===== src/rtl/frame_buffer_writer.sv =====
// Ping-pong line buffer writer: host pixels in, alternating Buf0/Buf1 writes out.
// Optional `STALL_CNT_EN adds a saturating host stall counter (StallCount).
module frame_buffer_writer #(
   parameter int ADDR_W    = 20,
   parameter int BUF_WORDS = 640
) (
   input  logic              clk,
   input  logic              reset,
   input  logic [23:0]       HostData,
   input  logic              HostValid,
   input  logic              HostLast,
   output logic              HostReady,
   input  logic              Buf0Empty,
   input  logic              Buf1Empty,
   output logic [31:0]       WData,
   output logic              WE0,
   output logic              WE1,
   output logic [ADDR_W-1:0] Addr0,
   output logic [ADDR_W-1:0] Addr1,
`ifdef STALL_CNT_EN
   output logic [15:0]       StallCount,
`endif
   output logic              Buf0Full,
   output logic              Buf1Full
);

   localparam logic [1:0] FILL0 = 2'd0;
   localparam logic [1:0] FILL1 = 2'd1;
   localparam logic [1:0] WAIT0 = 2'd2;
   localparam logic [1:0] WAIT1 = 2'd3;

   localparam logic [ADDR_W-1:0] LAST = ADDR_W'(BUF_WORDS - 1);

   logic [1:0]        state;
   logic [1:0]        state_nxt;
   logic [ADDR_W-1:0] count;
   logic              in_fill;
   logic              fill_buf;
   logic              accept;
   logic              line_end;
   logic              full0_nxt;
   logic              full1_nxt;

   assign in_fill  = ~state[1];
   assign fill_buf = state[0];
   assign accept   = HostValid & HostReady & in_fill;
   assign line_end = accept & (HostLast | (count == LAST));

   // A drain pulse only counts against a full buffer; a line end always wins.
   always_comb begin
      full0_nxt = Buf0Full & ~Buf0Empty;
      full1_nxt = Buf1Full & ~Buf1Empty;
      if (line_end) begin
         if (fill_buf) full1_nxt = 1'b1;
         else          full0_nxt = 1'b1;
      end
   end

   always_comb begin
      state_nxt = state;
      unique case (state)
         FILL0: if (line_end)
                   state_nxt = full1_nxt ? WAIT1 : FILL1;
         FILL1: if (line_end)
                   state_nxt = full0_nxt ? WAIT0 : FILL0;
         WAIT0: if (Buf0Empty & Buf0Full)
                   state_nxt = FILL0;
         WAIT1: if (Buf1Empty & Buf1Full)
                   state_nxt = FILL1;
         default: state_nxt = FILL0;
      endcase
   end

   // Ready needs a fill state both now and next: leaving WAIT costs one cycle.
   always_ff @(posedge clk or negedge reset) begin
      if (!reset) begin
         state     <= FILL0;
         HostReady <= 1'b0;
         WE0       <= 1'b0;
         WE1       <= 1'b0;
         WData     <= '0;
         Addr0     <= '0;
         Addr1     <= '0;
         count     <= '0;
         Buf0Full  <= 1'b0;
         Buf1Full  <= 1'b0;
      end else begin
         state     <= state_nxt;
         HostReady <= in_fill & ~state_nxt[1];
         WE0       <= accept & ~fill_buf;
         WE1       <= accept & fill_buf;
         Buf0Full  <= full0_nxt;
         Buf1Full  <= full1_nxt;
         if (accept) begin
            WData <= {8'h00, HostData};
            if (fill_buf) Addr1 <= count;
            else          Addr0 <= count;
            count <= line_end ? '0 : count + 1'b1;
         end
      end
   end

`ifdef STALL_CNT_EN
   always_ff @(posedge clk or negedge reset) begin
      if (!reset)
         StallCount <= '0;
      else if (HostValid & ~HostReady & (StallCount != 16'hFFFF))
         StallCount <= StallCount + 16'd1;
   end
`endif

endmodule

===== config.mk =====
export PLATFORM = sky130hd
export DESIGN_NAME = frame_buffer_writer
export DESIGN_NICKNAME = d
export VERILOG_FILES = /design/src/rtl/frame_buffer_writer.sv
export SDC_FILE = /design/constraint.sdc
export NUM_CORES = 1
export LEC_CHECK = 0
export CORE_MARGIN = 1.5
export CORE_UTILIZATION = 30
export DETAILED_ROUTE_END_ITERATION = 16
export PLACE_DENSITY = 0.56
export SLEW_MARGIN = 20
export SYNTH_ARGS = -nofsm -noshare
export SYNTH_HDL_FRONTEND = slang
export SYNTH_SLANG_ARGS = --single-unit

===== constraint.sdc =====
create_clock -name clk -period 1.9 [get_ports clk]
set_clock_uncertainty 0.15 [all_clocks]
set_input_delay 0.38 -clock clk [delete_from_list [all_inputs] [get_ports clk]]
set_output_delay 0.38 -clock clk [all_outputs]
set_load 0.02 [all_outputs]

**Yosys cells after proc, flatten, opt, wreduce, memory -nomap -nowiden**

Index checks and enable logic that the tools add are counted.

- Flip-flop bits (word level): 91
- Input port bits: 30
- Output and inout bits: 77
- Logic and storage cells: 52

- Add/subtract/negate cells: 1
- Equal/unequal tests: 8
- Muxes and demuxes: 12
- Bitwise logic cells: 16
- Reduce and logical (&&, ||, !) cells: 4

Operator list:

| kind | count |
|---|---|
| 20-bit by 1-bit adder with 20-bit output (second input constant) | 1 |
| 20-bit by 10-bit == test with 1-bit output (second input constant) | 1 |
| 20-bit 2-to-1 mux | 1 |
| 2-bit 2-to-1 mux | 6 |
| 1-bit bitwise AND | 10 |
| 2-bit inequality test (second input constant) | 4 |
| 2-bit case mux with 4 select lines | 1 |
| 1-bit NOT | 5 |
| 2-bit == test (second input constant) | 2 |
| 1-bit 2-to-1 mux | 4 |
| 2-bit AND reduction | 2 |
| 4-bit AND reduction | 1 |
| 2-bit by 1-bit == test with 1-bit output (second input constant) | 1 |
| 2-bit zero test | 1 |
| 1-bit bitwise OR | 1 |

**Longest topological paths before layout**

- Word-level depth: 9
- Mapped depth: 7
- Depth with buffers taken out: 6

**Worst setup path after synthesis**

No wires, ideal clock.

- Path type: register -> register
- Start: register HostReady
- End: register Addr0[0]
- Setup time: 125 ps
- Arrival: 1,623 ps
- Data required time: 1,625 ps
- Slack: 3 ps
- Stages on the path, launching flop included: 7
- Path buffers: 2
- Period minus slack after synthesis: 1,897 ps
- Cells stage by stage: dfrtp_1 -> nand2_1 -> or2_2 -> buf_2 -> nor2_4 -> buf_4 -> mux2_2

- Longest elaborated chain between the ends: 3

RTL lines:

| what | line | source |
|---|---|---|
| start, declared | 12 | `output logic HostReady,` |
| start signal, assigned | 89 | `HostReady <= in_fill & ~state_nxt[1];` |
| 1-bit bitwise AND (2 in series) | 46 | `assign accept = HostValid & HostReady & in_fill;` |
| 2-bit AND reduction (no source line) | -- |  |
| end signal, assigned | 97 | `else Addr0 <= count;` |
| end, declared | 18 | `output logic [ADDR_W-1:0] Addr0,` |

Every way passes these cells.
A chain may end at the register's enable or synchronous reset.

**Worst setup path after layout**

- Start: register Addr1[4]
- End: output port Addr1[4]

RTL lines:

| what | line | source |
|---|---|---|
| start, declared | 19 | `output logic [ADDR_W-1:0] Addr1,` |
| start signal, assigned | 96 | `if (fill_buf) Addr1 <= count;` |

No word-level cell between the ends.

==> results.json <==
{
  "outcome": "finished, final reports clean",
  "leakage_nw": 2.770,
  "seq_area_um2": 2280,
  "slowest_delay_ps": 630,
  "grt_pass1_vias": 2940,
  "powerDensity_nw_per_um2": 1294,
  "postSynth.asyncResetShare_pct": 100.0,
  "row_count": 41,
  "route.vias.total": 2898,
  "grt_pass1_wl_um": 14860,
  "dr.pass1.iters": 4,
  "hp-class": "flop to flop",
  "grt_max_degree": 39,
  "fin_crit_sh_pct": 97.78,
  "rrSetupSlack_ps": 90,
  "dr.max_layer_used": "met4",
  "drt_iter0_drc": 80,
  "maxCapViolCount": 0,
  "final_cells": 650,
  "dp_hpwl_um": 6506,
  "placed_cells": 629,
  "wl_met1_um": 3969,
  "crit_buf_inv": 1,
  "cts_tree": "done",
  "drcViolationCount": 0,
  "tns_ps": 0,
  "wire_per_inst_um": 14.28,
  "antenna_left": 0,
  "synth_top_area_share_pct": 59.17,
  "gp_congestion": 0.8311,
  "setup_ws_ps": 42.22,
  "yosys.area.top_type": "dfrtp_1",
  "critPathTopFamily": "buffers and inverters",
  "r2r_start": "HostReady",
  "slowest_stage": "clkdlybuf4s50_1",
  "hold_violations": 0,
  "synth_edf_count": 0,
  "whs_path_depth": 2,
  "dieHeight_um": 116.3,
  "required_ps": 1370,
  "post-place-ws_ps": -376.6,
  "netlist_instances": 339,
  "wl_um": 9284,
  "portBuffers": 98,
  "synth-seq-area-share_pct": 59.17,
  "detail_route.vias_per_cell": 4.458,
  "cp-endpoint": "Addr1[4]",
  "end_kind": "output port",
  "path_class": "flop to output port",
  "fmaxAchievable_mhz": 538.3,
  "syn_area_um2": 3849,
  "reg2reg_depth": 5,
  "wl_met2_um": 4363,
  "path_cells": "clkdlybuf4s50_1",
  "syn2layout_area_growth_pct": 46.62,
  "setup_viol": 0,
  "path_max_fanout": 2,
  "r2r-end": "Addr0[12]",
  "crit_arrival_ps": 1330,
  "die_w_um": 116.3,
  "clock-sinks": 91,
  "drive_gt1_share_pct": 22.59,
  "antenna_found_initial": 0,
  "maxSlewViolCount": 0,
  "core_area_um2": 12570,
  "cts.clk_slew.worst_paths_ps": 60,
  "diodes": 0,
  "nets": 504,
  "io_pins": 107,
  "initial_core_util_pct": 30.62,
  "wl_met3_um": 790,
  "crit_start": "Addr1[4]",
  "synth_area_leaders": "dfrtp_1 59%, mux2_2 11%, nand2_1 8.6%, xor2_1 2.3%, buf_4 2.0%",
  "period_needed_ps": 1858,
  "startpoint_type": "flop",
  "root_buffer": "clkbuf_16",
  "yosysUniqueCellTypes": 44,
  "synth-warning-count": 0,
  "cts_buffers": 9,
  "synthFlopType": "dfrtp_1",
  "cts_buffer_depth": 2,
  "ys_ff_latch": 91,
  "grt_usage_pct": 14.53,
  "fillers": 1199,
  "htree_levels": 3,
  "path_depth": 1,
  "dieArea_um2": 13520,
  "overflow": 0,
  "clk_latency_ps": 340,
  "ir_drop_mv": 0.7776,
  "syn_avg_cell_area_um2": 11.35,
  "multi_input_area_um2": 1481
}
## worst min-delay path by stage
stage,endpoint,from,slack [ps]
2_1_floorplan,Addr0[0],reset,-70
3_3_place_gp,WData[1],reset,190
3_5_place_dp,WData[1],reset,190
4_1_cts,WData[18],WData[18],330
5_1_grt,WData[22],WData[22],350
6_report,WData[21],WData[21],320
## timing repair
| item | in CTS | in global routing |
|---|---|---|
| resized for setup | 2 | 13 |
| setup buffers | 0 | 4 |
| cloned | 0 | 1 |
| hold endpoints to repair | 26 | 0 |
| pin swaps | 3 | 7 |
| endpoints found under the setup margin | 16 | 23 |
| hold buffers | 1 | 0 |
## stage by stage
| stage | util [%] | cell area (um^2) | hold WS [ps] | power (W) |
|---|---|---|---|---|
| 3_5_place_dp | 41.77 | 5250 | 190.5 | 0.005459 |
| 4_1_cts | 44.28 | 5565 | 327.7 | 0.007356 |
| 3_3_place_gp | 41.77 | 5250 | 186.6 | 0.005429 |
| 2_1_floorplan | - | 3875 | -65.59 | 0.004102 |
| 5_1_grt | 44.90 | 5643 | 350.7 | 0.007742 |
| 6_report | 44.90 | 5643 | 323.5 | 0.007301 |
## layout by cell type (no fill, tap or decap), types with 2 or more instances in the layout
master	instances
clkbuf_1	3
clkbuf_16	9
dfrtp_1	89
nand4b_1	2
dlygate4sd2_1	2
nor2_4	2
nand2_1	87
o22ai_1	2
nor2_1	18
inv_1	4
and4_1	2
nor4_4	2
dfrtp_2	2
clkdlybuf4s50_1	89
a21oi_1	3
nand3_1	6
xnor2_1	2
buf_4	36
nor3_1	3
o21ai_0	12
xor2_1	10
clkbuf_8	3
nand2b_1	3
conb_1	8
nor4_1	2
nand4_1	4
mux2_2	38
and3_1	3
dlymetal6s2s_1	6
buf_12	4
## power breakdown
part           switching, W  internal (W)  total, W  leakage (nW)
clock              0.000712       0.00113   0.00184         0.150
combinational       0.00147       0.00130   0.00277          1.41
sequential         0.000299       0.00239   0.00269          1.21
## flip-flops by register name, summed over array words and instances (netlist names)
signal / flops
Addr0: 20
Addr1: 20
Buf0Full: 1
Buf1Full: 1
HostReady: 1
WData: 24
WE0: 1
WE1: 1
count: 20
state: 2
## worst min-delay path: stages (launching register included)
cell	delay (ps)
dfrtp_1	340
nand2_1	50
nand2_1	50
## synthesized netlist by cell type (3+ instances only)
library cell,count
and3_1,3
xor2_1,10
nand3_1,6
clkbuf_1,6
dfrtp_1,91
buf_2,4
nor3_1,3
inv_1,4
a21oi_1,4
nand4_1,4
nand2_1,88
o21ai_0,12
nand2b_1,3
nor2_1,19
mux2_2,38
buf_4,10
## layout make-up
class / instances / area share (%)
clock buffers: 15 / 4.922
clock inverters: 1 / 0.5322
inverters: 4 / 0.2661
multi-input cells: 229 / 26.25
flip-flops and latches: 91 / 40.40
well taps: 172 / 3.814
repair buffers: 138 / 23.81
## layer usage
layer	up-vias	global-route usage, %
met5	-	0
met4	0	5.366
met3	15	6.902
met2	90	22.98
met1	1411	17.30
li1	1382	-
## kinds of logic after synthesis
| logic type | after synthesis | synth area share (%) |
|---|---|---|
| DFF | 91 | 59.17 |
| adders and majority gates | 1 | 0.3250 |
| muxes | 39 | 11.38 |
| buffers and inverters | 27 | 4.063 |
| and+or+nand+nor | 143 | 18.24 |
| other | 1 | 0.09744 |
| xor gates and xnor gates | 12 | 2.731 |
| AOI/OAI and AO/OA | 25 | 3.999 |
Note: power is estimated with default switching activity, not from simulation.
